[config.mk]
export PLATFORM = sky130hd
export DESIGN_NAME = rv32m_muldiv_unit_flat
export DESIGN_NICKNAME = d
export VERILOG_FILES = /design/src/rtl/rv32m_muldiv_unit_if.sv /design/src/rtl/rv32m_muldiv_unit.sv /design/src/flat_wrapper.sv
export SDC_FILE = /design/constraint.sdc
export NUM_CORES = 1
export LEC_CHECK = 0
export CAP_MARGIN = 20
export CORE_UTILIZATION = 54
export CTS_CLUSTER_SIZE = 14
export DETAILED_ROUTE_END_ITERATION = 6
export GPL_ROUTABILITY_DRIVEN = 1
export PLACE_DENSITY_LB_ADDON = 0.12
export SYNTH_ARGS = -nofsm -noshare
export SYNTH_HDL_FRONTEND = slang
export SYNTH_SLANG_ARGS = --single-unit
export TNS_END_PERCENT = 20
[constraint.sdc]
create_clock -name clk -period 5.3 [get_ports clk]
set_clock_uncertainty 0.15 [all_clocks]
set_input_delay 1.06 -clock clk [delete_from_list [all_inputs] [get_ports clk]]
set_output_delay 1.06 -clock clk [all_outputs]
set_load 0.01 [all_outputs]
[src/rtl/rv32m_muldiv_unit_if.sv]
// Request/response bundle between the register-file read/write ports and the
// RV32M multiply/divide unit.
interface rv32m_muldiv_unit_if #(
    parameter int XLEN = 32
);
    logic            start;
    logic [2:0]      funct3;
    logic [XLEN-1:0] rs1_data;
    logic [XLEN-1:0] rs2_data;
    logic [4:0]      rd_in;
    logic            busy;
    logic            done;
    logic            regwrite;
    logic [4:0]      rd_out;
    logic [XLEN-1:0] result;

    modport master (
        output start, funct3, rs1_data, rs2_data, rd_in,
        input  busy, done, regwrite, rd_out, result
    );

    modport slave (
        input  start, funct3, rs1_data, rs2_data, rd_in,
        output busy, done, regwrite, rd_out, result
    );
endinterface

[src/rtl/rv32m_muldiv_unit.sv]
// Iterative RV32M multiply/divide unit: magnitudes are latched at start, 32
// shift-add or restoring-divide iterations run in CALC, signs are fixed in FIX.
module rv32m_muldiv_unit #(
    parameter int XLEN = 32
) (
    input logic               clk,
    input logic               rst,
    rv32m_muldiv_unit_if.slave bus
);
    typedef enum logic [1:0] {S_IDLE, S_CALC, S_FIX, S_DONE} state_t;

    state_t            state_q, state_d;
    logic [4:0]        cnt_q, cnt_d;
    logic              done_q, done_d;
    logic [XLEN-1:0]   result_q, result_d;
    logic [4:0]        rd_out_q, rd_out_d;

    logic [2:0]        op_q, op_d;
    logic [4:0]        rd_q, rd_d;
    logic [XLEN-1:0]   opnd_q, opnd_d;
    logic [2*XLEN-1:0] acc_q, acc_d;
    logic [XLEN-1:0]   rem_q, rem_d;
    logic              neg_q, neg_d;
    logic              sa_q, sa_d;
    logic [XLEN-1:0]   res_q, res_d;

    function automatic logic [XLEN-1:0] cneg(input logic [XLEN-1:0] v, input logic n);
        return n ? -v : v;
    endfunction

    function automatic logic [2*XLEN-1:0] cneg_wide(input logic [2*XLEN-1:0] v, input logic n);
        return n ? -v : v;
    endfunction

    // Operand conditioning for the start cycle
    logic            signed_a, signed_b, neg_a, neg_b, div_zero, div_ovf;
    logic [XLEN-1:0] mag_a, mag_b;

    assign signed_a = (bus.funct3 == 3'b001) || (bus.funct3 == 3'b010) ||
                      (bus.funct3 == 3'b100) || (bus.funct3 == 3'b110);
    assign signed_b = (bus.funct3 == 3'b001) || (bus.funct3 == 3'b100) ||
                      (bus.funct3 == 3'b110);
    assign neg_a    = signed_a & bus.rs1_data[XLEN-1];
    assign neg_b    = signed_b & bus.rs2_data[XLEN-1];
    assign mag_a    = cneg(bus.rs1_data, neg_a);
    assign mag_b    = cneg(bus.rs2_data, neg_b);
    assign div_zero = bus.funct3[2] && (bus.rs2_data == '0);
    assign div_ovf  = bus.funct3[2] && !bus.funct3[0] &&
                      (bus.rs1_data == {1'b1, {(XLEN-1){1'b0}}}) && (bus.rs2_data == '1);

    // One iteration of each algorithm
    logic [XLEN:0]     mul_sum, div_sh, div_diff;
    logic              div_ge;
    logic [2*XLEN-1:0] prod_fix;

    assign mul_sum  = {1'b0, acc_q[2*XLEN-1:XLEN]} + (acc_q[0] ? {1'b0, opnd_q} : '0);
    assign div_sh   = {rem_q, acc_q[XLEN-1]};
    assign div_diff = div_sh - {1'b0, opnd_q};
    // A set top bit means the shifted remainder already exceeds any divisor
    assign div_ge   = div_sh[XLEN] | ~div_diff[XLEN];
    assign prod_fix = cneg_wide(acc_q, neg_q);

    always_comb begin
        state_d  = state_q;
        cnt_d    = cnt_q;
        done_d   = 1'b0;
        result_d = result_q;
        rd_out_d = rd_out_q;
        op_d     = op_q;
        rd_d     = rd_q;
        opnd_d   = opnd_q;
        acc_d    = acc_q;
        rem_d    = rem_q;
        neg_d    = neg_q;
        sa_d     = sa_q;
        res_d    = res_q;

        unique case (state_q)
            S_IDLE: begin
                if (bus.start) begin
                    op_d  = bus.funct3;
                    rd_d  = bus.rd_in;
                    sa_d  = neg_a;
                    neg_d = neg_a ^ neg_b;
                    cnt_d = '0;
                    rem_d = '0;
                    if (bus.funct3[2]) begin
                        opnd_d = mag_b;
                        acc_d  = {{XLEN{1'b0}}, mag_a};
                    end else begin
                        opnd_d = mag_a;
                        acc_d  = {{XLEN{1'b0}}, mag_b};
                    end
                    if (div_zero) begin
                        res_d   = bus.funct3[1] ? bus.rs1_data : '1;
                        state_d = S_DONE;
                    end else if (div_ovf) begin
                        res_d   = bus.funct3[1] ? '0 : bus.rs1_data;
                        state_d = S_DONE;
                    end else begin
                        state_d = S_CALC;
                    end
                end
            end
            S_CALC: begin
                cnt_d = cnt_q + 5'd1;
                if (!op_q[2]) begin
                    acc_d = {mul_sum, acc_q[XLEN-1:1]};
                end else begin
                    rem_d = div_ge ? div_diff[XLEN-1:0] : div_sh[XLEN-1:0];
                    acc_d = {acc_q[2*XLEN-1:XLEN], acc_q[XLEN-2:0], div_ge};
                end
                if (cnt_q == 5'd31) begin
                    state_d = S_FIX;
                end
            end
            S_FIX: begin
                if (!op_q[2]) begin
                    res_d = (op_q == 3'b000) ? prod_fix[XLEN-1:0] : prod_fix[2*XLEN-1:XLEN];
                end else if (op_q[1]) begin
                    res_d = cneg(rem_q, sa_q);
                end else begin
                    res_d = cneg(acc_q[XLEN-1:0], neg_q);
                end
                state_d = S_DONE;
            end
            S_DONE: begin
                done_d   = 1'b1;
                result_d = res_q;
                rd_out_d = rd_q;
                state_d  = S_IDLE;
            end
            default: state_d = S_IDLE;
        endcase
    end

    // Control and visible outputs
    always_ff @(posedge clk) begin
        if (rst) begin
            state_q  <= S_IDLE;
            cnt_q    <= '0;
            done_q   <= 1'b0;
            result_q <= '0;
            rd_out_q <= '0;
        end else begin
            state_q  <= state_d;
            cnt_q    <= cnt_d;
            done_q   <= done_d;
            result_q <= result_d;
            rd_out_q <= rd_out_d;
        end
    end

    // Datapath working registers
    always_ff @(posedge clk) begin
        op_q   <= op_d;
        rd_q   <= rd_d;
        opnd_q <= opnd_d;
        acc_q  <= acc_d;
        rem_q  <= rem_d;
        neg_q  <= neg_d;
        sa_q   <= sa_d;
        res_q  <= res_d;
    end

    assign bus.busy     = (state_q != S_IDLE);
    assign bus.done     = done_q;
    assign bus.regwrite = done_q;
    assign bus.rd_out   = rd_out_q;
    assign bus.result   = result_q;
endmodule
[src/flat_wrapper.sv]
// flat-port wrapper written by rule: the top's interface ports become plain ports
module rv32m_muldiv_unit_flat 
#(
    parameter int XLEN = 32
)
  (clk, rst, bus_start, bus_funct3, bus_rs1_data, bus_rs2_data, bus_rd_in, bus_busy, bus_done, bus_regwrite, bus_rd_out, bus_result);
  rv32m_muldiv_unit_if #(.XLEN(XLEN)) bus_i ();
  input logic clk;
  input logic rst;
  input wire logic [$bits(bus_i.start)-1:0] bus_start;
  input wire logic [$bits(bus_i.funct3)-1:0] bus_funct3;
  input wire logic [$bits(bus_i.rs1_data)-1:0] bus_rs1_data;
  input wire logic [$bits(bus_i.rs2_data)-1:0] bus_rs2_data;
  input wire logic [$bits(bus_i.rd_in)-1:0] bus_rd_in;
  output wire logic [$bits(bus_i.busy)-1:0] bus_busy;
  output wire logic [$bits(bus_i.done)-1:0] bus_done;
  output wire logic [$bits(bus_i.regwrite)-1:0] bus_regwrite;
  output wire logic [$bits(bus_i.rd_out)-1:0] bus_rd_out;
  output wire logic [$bits(bus_i.result)-1:0] bus_result;
  assign bus_i.start = bus_start;
  assign bus_i.funct3 = bus_funct3;
  assign bus_i.rs1_data = bus_rs1_data;
  assign bus_i.rs2_data = bus_rs2_data;
  assign bus_i.rd_in = bus_rd_in;
  assign bus_busy = bus_i.busy;
  assign bus_done = bus_i.done;
  assign bus_regwrite = bus_i.regwrite;
  assign bus_rd_out = bus_i.rd_out;
  assign bus_result = bus_i.result;
  rv32m_muldiv_unit #(.XLEN(XLEN)) u_core (.clk(clk), .rst(rst), .bus(bus_i));
endmodule
==> results.sh <==
export IMPL_yosysUniqueCellTypes=79
export IMPL_post_synth_top_area_cell="edfxtp_1"
export IMPL_cts_root_buf="clkbuf_16"
export IMPL_start_kind="flop"
export IMPL_cts_tree="done"
export IMPL_critical_path_slowest_cell="inv_1"
export IMPL_status="finished, final reports clean"
export IMPL_syn_area_sq_mm=0.01720
export IMPL_die_x_microns=180.5
export IMPL_path_clk_slew_ps=60
export IMPL_hold_path_class="reg2reg"
export IMPL_coreArea_sq_mm=0.03099
export IMPL_yosys_warnings=0
export IMPL_insertion_delay_ps=540
export IMPL_antenna_left=0
export IMPL_crit_type="reg2reg"
export IMPL_crit_chain="inv_1 -> ha_1 -> nor3b_1 -> nand3_1 -> nor3_1 -> nand3_1 -> or4_1 -> o21ai_0 -> xnor2_1 -> o2111ai_1 -> o21ai_0"
export IMPL_via_per_inst=6.505
export IMPL_synthFlopType="edfxtp_1"
export IMPL_diodes=0
export IMPL_io_pin_count=115
export IMPL_critPathCaptureType="flop"
export IMPL_die_area_sq_mm=0.03257
export IMPL_synth_seq_cells=215
export IMPL_syn_area_per_cell_sq_um=8.811
export IMPL_power_density_mw_per_mm2=465.5
export IMPL_synth_enable_flop_cells=170
export IMPL_worstMarginPinSlew_ps=1124
export IMPL_area_growth_pct=13.41
export IMPL_ir_worst_vdd_uv=287.2
export IMPL_yosys_top_cells_count="nor2_1, edfxtp_1, nand2_1, o21ai_0, a21oi_1"
export IMPL_netlist_area_leader_share_pct=29.68
export IMPL_wl_per_cell_microns=23.30
export IMPL_hold_violations=0
export IMPL_drive_above_1_share_pct=6.467
export IMPL_crit_buf_inv=1
export IMPL_setup_violations=0
export IMPL_cts_hold_buf=0
export IMPL_place_congestion=1.136
export IMPL_finalPower_uw=9081
export IMPL_cts_buffer_depth=3
export IMPL_slew_viol_final=0
export IMPL_grt_ovfl_total=0
export IMPL_p_leak_uw=0.007370
export IMPL_cp_max_fo=16
export IMPL_whs_ps=337.1
export IMPL_drt_wl_total_mm=56.79
export IMPL_synthArstFlopShare_pct=0
export IMPL_min_period_over_period_pct=88.90
export IMPL_syn_inst=1952
export IMPL_synth_most_common_cell="nor2_1"
export IMPL_grt_pass1_vias=14564
export IMPL_use_met2_pct=50.36
export IMPL_grt_max_degree=65
export IMPL_maxSlewHeadroom_pct=24.80
export IMPL_grt_busiest_layer="met2"
export IMPL_synth_net_count=2105
export IMPL_initial_core_util_pct=55.50
export IMPL_synth_area_leaders="edfxtp_1, mux2i_1, ha_1"
export IMPL_use_met1_pct=46.58
export IMPL_finalSetupTns_ps=0
export IMPL_grt_use_total_pct=34.46
export IMPL_cts_inserted_buffers=25
export IMPL_drv_cap=0
export IMPL_row_count=64
export IMPL_drt_pass1_iterations=6
export IMPL_nNetsFinal=2176
export IMPL_gr_usage_met3_pct=7.175
export IMPL_ctsResizeCount=0
export IMPL_cts_setup_buffers=0
export IMPL_ys_seq_area_share_pct=34.92
export IMPL_finalCriticalPeriod_ps=4712
export IMPL_required_ps=5350
export IMPL_h_tree_depth=1
export IMPL_drc=0
export IMPL_antenna_found_initial=1
export IMPL_via_count=15853
export IMPL_fmax_mhz=212.2
export IMPL_die_h_microns=180.5
export IMPL_setup_slack_ps=588.2
export IMPL_dp_hpwl_mm=43.92
export IMPL_dp_slack_ps=392.7
export IMPL_worstPathArrival_ps=4760
export IMPL_final_util_pct=62.94
export IMPL_max_stage_delay_ps=580
export IMPL_drtIter0Drc=2029
export IMPL_rsz0062_at_grt="no"
export IMPL_cts_sinks=215
export IMPL_grt_pass1_wl_mm=86.31
export IMPL_portBuffers=114
export IMPL_path_delay_family="simple AND/OR/NAND/NOR gates"
## cell usage in the layout, fill, tap and decap left out, types with 73 or more instances in the layout
| cell | synthesis | final |
|---|---|---|
| a21oi_1 | 144 | 142 |
| xnor2_1 | 91 | 91 |
| ha_1 | 76 | 73 |
| o21ai_0 | 145 | 145 |
| nor2_1 | 218 | 217 |
| clkdlybuf4s50_1 | 0 | 113 |
| edfxtp_1 | 170 | 170 |
| xor2_1 | 98 | 98 |
| mux2i_1 | 130 | 130 |
| nand2_1 | 151 | 151 |
## routing by layer
metal / share of wire [%] / vias to the layer above
met1: 41 / 7428
li1: - / 7355
met4: 7.0 / 2
met5: 0.019 / -
met3: 11 / 192
met2: 41 / 876
## state kept, by name, summed over array words and instances, names as in the netlist
name	cells
u_core.acc_q	64
u_core.bus.result	32
u_core.opnd_q	32
u_core.rem_q	32
u_core.res_q	32
u_core.bus.rd_out	5
u_core.cnt_q	5
u_core.rd_q	5
u_core.op_q	3
u_core.state_q	2
u_core.bus.done	1
u_core.neg_q	1
u_core.sa_q	1
## final cells by class
cell class                      instances  area (sq um)
Clock inverter                         13         152.6
Timing Repair Buffer                  149          1424
Sequential cell                       215          6006
Inverter                               66         247.7
Clock buffer                           32         704.4
Tap cell                              396         495.5
Fill cell                            2627         11480
Multi-Input combinational cell       1566         10480
## power breakdown
| group | leakage [uW] | internal [uW] | switching [uW] |
|---|---|---|---|
| clock network | 0.000420 | 1090 | 722 |
| logic | 0.00493 | 1670 | 2650 |
| registers | 0.00202 | 2370 | 577 |
| total | 0.00737 | 5130 | 3950 |
## cells by family (layout without fill, tap and decap cells)
family / Yosys count / in the layout / synth area share [%]
compound gates: 535 / 535 / 19.82
fa+ha+maj: 78 / 78 / 5.762
xor+xnor: 189 / 189 / 9.625
simple gates: 623 / 623 / 17.31
flops: 215 / 215 / 34.92
mux: 141 / 141 / 8.286
buf+inv: 171 / 260 / 4.278
## path summary, 6_finish.rpt
| path | cells after the start | end | slack, ps | start |
|---|---|---|---|---|
| worst min register to register | 2 | u_core.bus.result[25] | 340 | u_core.res_q[25] |
| worst min-delay path | 2 | u_core.bus.result[25] | 340 | u_core.res_q[25] |
| worst max-delay path | 11 | u_core.res_q[16] | 590 | u_core.acc_q[0] |
| worst max register to register | 11 | u_core.res_q[16] | 590 | u_core.acc_q[0] |
## worst reg2reg max path: cells and delay by family, from the launching register on
kind            cells  cell delay, ps
compound gates      3             750
xor+xnor            1             180
fa+ha+maj           1             320
buf+inv             1             580
simple gates        5            1830
flops               1             570
## per-stage QoR
stage	cell area (sq um)	instances
after floorplan	17200	1952
after CTS	19490	2436
final	19510	2437
after detailed placement	18630	2391
after global routing	19510	2437
after global placement	18630	2391
(Power assumes the default switching activity.)
